<file path="src/rtl/pipeline_hazard_ctrl_pkg.sv">
`default_nettype none
// ----------------------------------------------------------------------------
// riscv_pipe_pkg - shared types/constants for pipeline_hazard_ctrl. Rev 1.0
// ----------------------------------------------------------------------------
package riscv_pipe_pkg;

  localparam int unsigned SB_AW = 5;

  localparam logic [1:0] FWD_REGFILE = 2'd0;
  localparam logic [1:0] FWD_EXMEM   = 2'd1;
  localparam logic [1:0] FWD_MEMWB   = 2'd2;

  typedef enum logic [1:0] {
    ST_RUN    = 2'd0,
    ST_FLUSH  = 2'd1,
    ST_FREEZE = 2'd2
  } hz_state_e;

  typedef struct packed {
    logic             valid;
    logic [SB_AW-1:0] rd;
    logic             reg_wr;
    logic             mem_rd;
  } sb_entry_t;

  // x0 is hardwired, so an entry writing it can never be a producer.
  function automatic logic sb_is_src(input sb_entry_t e);
    return e.valid && e.reg_wr && (e.rd != '0);
  endfunction

  function automatic logic [1:0] fwd_select(input logic used, input logic ex_hit,
                                            input logic ex_load, input logic mem_hit);
    logic [1:0] sel;
    sel = FWD_REGFILE;
    if (used) begin
      if (ex_hit)       sel = ex_load ? FWD_REGFILE : FWD_EXMEM;
      else if (mem_hit) sel = FWD_MEMWB;
    end
    return sel;
  endfunction

endpackage
`default_nettype wire

</file>
<file path="src/rtl/pipeline_hazard_ctrl_scoreboard.sv">
`default_nettype none
// ----------------------------------------------------------------------------
// hazard_scoreboard - EX/MEM/WB destination shift register + rs matching. Rev 1.0
// ----------------------------------------------------------------------------
module hazard_scoreboard
  import riscv_pipe_pkg::*;
(
  input  logic             clk,
  input  logic             rst_n,
  input  logic             shift_en_i,
  input  logic             ex_kill_i,
  input  sb_entry_t        id_entry_i,
  input  logic [SB_AW-1:0] rs1_i,
  input  logic [SB_AW-1:0] rs2_i,
  output logic [2:0]       rs1_hit_o,
  output logic [2:0]       rs2_hit_o,
  output logic             ex_load_o
);

  // Index 0 = EX, 1 = MEM, 2 = WB.
  sb_entry_t [2:0] stage_q;
  logic            unused_ok;

  always_ff @(posedge clk or negedge rst_n) begin
    if (!rst_n) begin
      stage_q <= '0;
    end else if (shift_en_i) begin
      stage_q[2] <= stage_q[1];
      stage_q[1] <= stage_q[0];
      stage_q[0] <= ex_kill_i ? sb_entry_t'('0) : id_entry_i;
    end
  end

  for (genvar s = 0; s < 3; s++) begin : g_match
    assign rs1_hit_o[s] = sb_is_src(stage_q[s]) && (stage_q[s].rd == rs1_i);
    assign rs2_hit_o[s] = sb_is_src(stage_q[s]) && (stage_q[s].rd == rs2_i);
  end

  assign ex_load_o = stage_q[0].mem_rd;
  assign unused_ok = ^{stage_q[1].mem_rd, stage_q[2].mem_rd};

endmodule
`default_nettype wire

</file>
<file path="src/rtl/pipeline_hazard_ctrl.sv">
`default_nettype none
// ----------------------------------------------------------------------------
// pipeline_hazard_ctrl - stall/flush/freeze/forwarding control for a 5-stage
// RISC-V pipeline. Optional perf counters: HAZARD_PERF_CNT_EN. Rev 1.0
// ----------------------------------------------------------------------------
module pipeline_hazard_ctrl
  import riscv_pipe_pkg::*;
#(
  parameter int unsigned REG_AW = 5,
  parameter int unsigned FWD_W  = 2
) (
  input  logic              clk,
  input  logic              rst_n,
  input  logic              id_valid_i,
  input  logic [REG_AW-1:0] id_rs1_i,
  input  logic [REG_AW-1:0] id_rs2_i,
  input  logic              id_rs1_used_i,
  input  logic              id_rs2_used_i,
  input  logic [REG_AW-1:0] id_rd_i,
  input  logic              id_reg_wr_i,
  input  logic              id_mem_rd_i,
  input  logic              ex_redirect_i,
  input  logic              mem_busy_i,
  output logic              stall_if_o,
  output logic              stall_id_o,
  output logic              bubble_ex_o,
  output logic              flush_ifid_o,
  output logic              flush_idex_o,
  output logic              freeze_o,
  output logic [FWD_W-1:0]  fwd_rs1_sel_o,
  output logic [FWD_W-1:0]  fwd_rs2_sel_o,
  output logic              id_wb_bypass_rs1_o,
`ifdef HAZARD_PERF_CNT_EN
  output logic [31:0]       stall_cnt_o,
  output logic [31:0]       flush_cnt_o,
  output logic [31:0]       freeze_cnt_o,
`endif
  output logic              id_wb_bypass_rs2_o
);

  hz_state_e        state_q;
  sb_entry_t        id_entry;
  logic [2:0]       rs1_hit;
  logic [2:0]       rs2_hit;
  logic             ex_load;
  logic             load_use;
  logic             freeze;
  logic             flush;
  logic             lu_stall;
  logic [FWD_W-1:0] fwd_rs1_q;
  logic [FWD_W-1:0] fwd_rs2_q;
  logic [FWD_W-1:0] fwd_rs1_d;
  logic [FWD_W-1:0] fwd_rs2_d;

  assign id_entry.valid  = id_valid_i;
  assign id_entry.rd     = SB_AW'(id_rd_i);
  assign id_entry.reg_wr = id_reg_wr_i;
  assign id_entry.mem_rd = id_mem_rd_i;

  hazard_scoreboard u_sb (
    .clk        (clk),
    .rst_n      (rst_n),
    .shift_en_i (~freeze),
    .ex_kill_i  (lu_stall | flush | ~id_valid_i),
    .id_entry_i (id_entry),
    .rs1_i      (SB_AW'(id_rs1_i)),
    .rs2_i      (SB_AW'(id_rs2_i)),
    .rs1_hit_o  (rs1_hit),
    .rs2_hit_o  (rs2_hit),
    .ex_load_o  (ex_load)
  );

  // Gating with rst_n keeps every control output low while reset is held,
  // even if mem_busy/ex_redirect are still asserted by the datapath.
  assign freeze   = rst_n & mem_busy_i;
  assign flush    = rst_n & ~mem_busy_i & ex_redirect_i & (state_q != ST_FLUSH);
  assign load_use = rst_n & id_valid_i & ex_load &
                    ((id_rs1_used_i & rs1_hit[0]) | (id_rs2_used_i & rs2_hit[0]));
  assign lu_stall = load_use & ~freeze & ~flush;

  assign stall_if_o         = freeze | lu_stall;
  assign stall_id_o         = freeze | lu_stall;
  assign bubble_ex_o        = lu_stall;
  assign flush_ifid_o       = flush;
  assign flush_idex_o       = flush;
  assign freeze_o           = freeze;
  assign id_wb_bypass_rs1_o = rs1_hit[2];
  assign id_wb_bypass_rs2_o = rs2_hit[2];

  // A redirect seen while already in FLUSH is the stale one just serviced.
  always_ff @(posedge clk or negedge rst_n) begin
    if (!rst_n) begin
      state_q <= ST_RUN;
    end else begin
      unique case (state_q)
        ST_FREEZE: if (!mem_busy_i) state_q <= flush ? ST_FLUSH : ST_RUN;
        ST_FLUSH:  state_q <= mem_busy_i ? ST_FREEZE : ST_RUN;
        default: begin
          if (mem_busy_i) state_q <= ST_FREEZE;
          else if (flush) state_q <= ST_FLUSH;
          else            state_q <= ST_RUN;
        end
      endcase
    end
  end

  always_comb begin
    fwd_rs1_d = FWD_W'(fwd_select(id_rs1_used_i, rs1_hit[0], ex_load, rs1_hit[1]));
    fwd_rs2_d = FWD_W'(fwd_select(id_rs2_used_i, rs2_hit[0], ex_load, rs2_hit[1]));
    if (lu_stall || flush || !id_valid_i) begin
      fwd_rs1_d = FWD_W'(FWD_REGFILE);
      fwd_rs2_d = FWD_W'(FWD_REGFILE);
    end
  end

  always_ff @(posedge clk or negedge rst_n) begin
    if (!rst_n) begin
      fwd_rs1_q <= '0;
      fwd_rs2_q <= '0;
    end else if (!freeze) begin
      fwd_rs1_q <= fwd_rs1_d;
      fwd_rs2_q <= fwd_rs2_d;
    end
  end

  assign fwd_rs1_sel_o = fwd_rs1_q;
  assign fwd_rs2_sel_o = fwd_rs2_q;

`ifdef HAZARD_PERF_CNT_EN
  logic [31:0] stall_cnt_q;
  logic [31:0] flush_cnt_q;
  logic [31:0] freeze_cnt_q;

  // stall_cnt counts load-use stalls only; freeze cycles have their own counter.
  always_ff @(posedge clk or negedge rst_n) begin
    if (!rst_n) begin
      stall_cnt_q  <= '0;
      flush_cnt_q  <= '0;
      freeze_cnt_q <= '0;
    end else begin
      if (lu_stall && (stall_cnt_q != '1))  stall_cnt_q  <= stall_cnt_q + 32'd1;
      if (flush && (flush_cnt_q != '1))     flush_cnt_q  <= flush_cnt_q + 32'd1;
      if (freeze && (freeze_cnt_q != '1))   freeze_cnt_q <= freeze_cnt_q + 32'd1;
    end
  end

  assign stall_cnt_o  = stall_cnt_q;
  assign flush_cnt_o  = flush_cnt_q;
  assign freeze_cnt_o = freeze_cnt_q;
`endif

endmodule
`default_nettype wire

</file>
<file path="config.mk">
export PLATFORM = sky130hd
export DESIGN_NAME = pipeline_hazard_ctrl
export DESIGN_NICKNAME = d
export VERILOG_FILES = /design/src/rtl/pipeline_hazard_ctrl_pkg.sv /design/src/rtl/pipeline_hazard_ctrl_scoreboard.sv /design/src/rtl/pipeline_hazard_ctrl.sv
export SDC_FILE = /design/constraint.sdc
export NUM_CORES = 1
export LEC_CHECK = 0
export BUFFER_PORTS_ARGS = -buffer_cell sky130_fd_sc_hd__buf_2
export CORE_UTILIZATION = 60
export CTS_BUF_LIST = sky130_fd_sc_hd__clkbuf_4
export DETAILED_ROUTE_END_ITERATION = 8
export PLACE_DENSITY = 0.94
export SLEW_MARGIN = 20
export SYNTH_ARGS = -nofsm -noshare
export SYNTH_HDL_FRONTEND = slang
export SYNTH_SLANG_ARGS = --single-unit
</file>
<file path="constraint.sdc">
create_clock -name clk -period 6.4 [get_ports clk]
set_clock_uncertainty 0.2 [all_clocks]
set_input_delay 1.28 -clock clk [delete_from_list [all_inputs] [get_ports clk]]
set_output_delay 1.28 -clock clk [all_outputs]
set_load 0.03 [all_outputs]
</file>
==> summary.md <==
| Metric | Value |
|---|---|
| H-tree Lvls | 1 |
| Least-Margin Pin Slew | 0.707 ns |
| Min Clock Period, post-route | 4.62 ns |
| Final worst setup slack | 1.78 ns |
| Syn Area/Cell | 8.77 µm² |
| Clock latency on the worst-skew pair | 0.33 ns |
| Commonest non-fill, non-tap cell in the layout | nand2_1 |
| Deepest clock path buffer count | 2 |
| WL/cell | 14.6 µm |
| Max_cap viols | 0 |
| IO buf count | 35 |
| Largest net degree at the start of global routing | 32 |
| Post-synth ARST share | 100% |
| DRC | 0 |
| RSZ-0062 raised after global routing | false |
| Seq/Total Area, Yosys | 43.2% |
| Pwr Density | 219 nW/µm² |
| Final Cycle Share | 72.3% |
| Nets | 244 |
| GRT Resource Usage Total | 27.3% |
| Mapped Area | 1620 µm² |
| Layout cells sized above 1 | 20.7% |
| First-pass DRT Iterations | 4 |
| Critical Path Start Type | input pin |
| Vias | 1417 |
| Initial DRC Count | 44 |
| Top-area cell type share of the netlist area | 43.2% |
| Cts repair resizes | 0 |
| Slew Limit Headroom | 52.7% |
| Distinct cells, synth | 32 |
| Worst EP required | 4.92 ns |
| Final wirelength | 3.60 mm |
| Vias in the first global route | 1366 |
| Die area | 2920 µm² |
| Worst-path clk slew | 0.14 ns |
| Setup violators final | 0 |
| Largest cells by area after synthesis | dfrtp_1, nand2_1, xor2_1 |
| First-pass GRT wire length | 5.66 mm |
| CP endpoint kind | output pin |
| # diodes | 0 |
| # hold bufs at CTS | 0 |
| Final setup TNS | 0 ns |
| Area leader, netlist | dfrtp_1 |
| I/O pin cnt | 36 |
| Synth Register Bits | 28 |
| Clk root buf | clkbuf_4 |
| Non-Filler Instances | 247 |
| Hold Vio Cnt, Final | 0 |
| Total CTS buffers | 3 |
| Leak | 0.941 nW |
| Max rail drop VDD | 0.148 mV |
| Max Transition Viols Final | 0 |
| Outcome | completed |
| Post-synth top flop | dfrtp_1 |
| DP Wirelength | 2.78 mm |
| Num rows | 18 |
| Die Wd | 54.0 µm |
| Gr ovfl total | 0 |
| CTS tree | yes |
| Critical path arrival | 3.14 ns |
| Core Box Area | 2520 µm² |
| Initial antenna violation count | 0 |
| ANT nets after route | 0 |
| Syn Nets | 211 |
| Hold WC Path Type | reg2reg |
| Die Height | 54.0 µm |
| Number of fill cells | 206 |
| CP Class | in2out |
| Peak Freq | 216 MHz |
| Sink Count | 28 |
| Most frequent cells in the layout | nand2_1, buf_2, dfrtp_1 |
| Synth-to-Final Area Change | 14.1% |
| Placed cells | 243 |
| Yosys warning count | 0 |
| Vias per Instance | 5.74 |
| Placer Congestion | 0.805 |
| Initial Util | 64.3% |
| Syn Inst Count | 185 |
| EDFF count, synth | 0 |
| # Post-CTS Setup Buffers | 0 |
| Pre-CTS worst setup slack | 1.76 ns |
| CP max FO | 31 |
## flip-flops by register name, indices dropped and copies added (netlist names)
name and count:
fwd_rs2_sel_o 2, state_q 2, u_sb.stage_q 21, u_sb.ex_load_o 1, fwd_rs1_sel_o 2
## worst paths after layout
check | start | slack [ns] | cells after the start | to
worst max-delay path | rst_n | 1.78 | 6 | freeze_o
worst min-delay path | u_sb.stage_q[23] | 0.30 | 2 | u_sb.stage_q[23]
worst max register to register | state_q[1] | 4.13 | 7 | fwd_rs2_sel_o[1]
worst min register to register | u_sb.stage_q[23] | 0.30 | 2 | u_sb.stage_q[23]
max in group asynchronous | rst_n | 5.01 | 2 | fwd_rs1_sel_o[0]
min in group asynchronous | rst_n | 0.72 | 2 | u_sb.stage_q[20]
## metrics by stage
step / power [mW] / area, µm² / utilization (%) / hold slack (ns)
floorplan: 0.264 / 1620 / - / 0.239
global placement: 0.289 / 1800 / 71.3 / 0.265
detailed placement: 0.294 / 1800 / 71.3 / 0.273
CTS: 0.406 / 1850 / 73.4 / 0.305
global route: 0.424 / 1850 / 73.4 / 0.324
finish: 0.405 / 1850 / 73.4 / 0.304
## logic make-up after synthesis
logic type	synth area share, %
xor+xnor	16.2
simple gates	26.4
fa+ha+maj	1.54
buf+inv	4.55
compound gates	8.10
flops	43.2
## synthesized netlist by cell type (3+ instances only)
master and n:
dfrtp_1 28, inv_1 6, nand2_1 56, nand3_1 11
nand4_1 4, nor2_1 3, nor4_1 5, o21ai_0 9
xnor2_1 8, xor2_1 22
## critical path, cell delays in order
cell,delay (ns)
buf_2,0.07
buf_4,0.33
nand2_1,0.51
inv_1,0.41
buf_4,0.29
buf_2,0.23
## layout make-up
cell class                      instances  area [µm²]  area share (%)
Timing Repair Buffer                   37         190            10.3
Tap cell                               30        37.5            2.03
Inverter                                6        22.5            1.22
Multi-Input combinational cell        142         848            45.8
Clock inverter                          1        30.0            1.62
Sequential cell                        28         701            37.8
Clock buffer                            3        22.5            1.22
## routing by layer
layer  up-vias  global-route usage, %  wire [µm]
met1       677                   33.3       1540
met2        50                   51.4       1860
met5         -                      0          0
met3         6                   1.69        161
li1        684                      -          -
met4         0                   7.69         34
## power by group
| part | switching (mW) | internal [mW] | leakage [nW] | total, mW |
|---|---|---|---|---|
| Clock | 0.0508 | 0.0634 | 0.0279 | 0.114 |
| Sequential | 0.0191 | 0.191 | 0.369 | 0.211 |
| Combinational | 0.0457 | 0.0342 | 0.544 | 0.0800 |
| Total | 0.116 | 0.289 | 0.941 | 0.405 |
(Power assumes the default switching activity.)
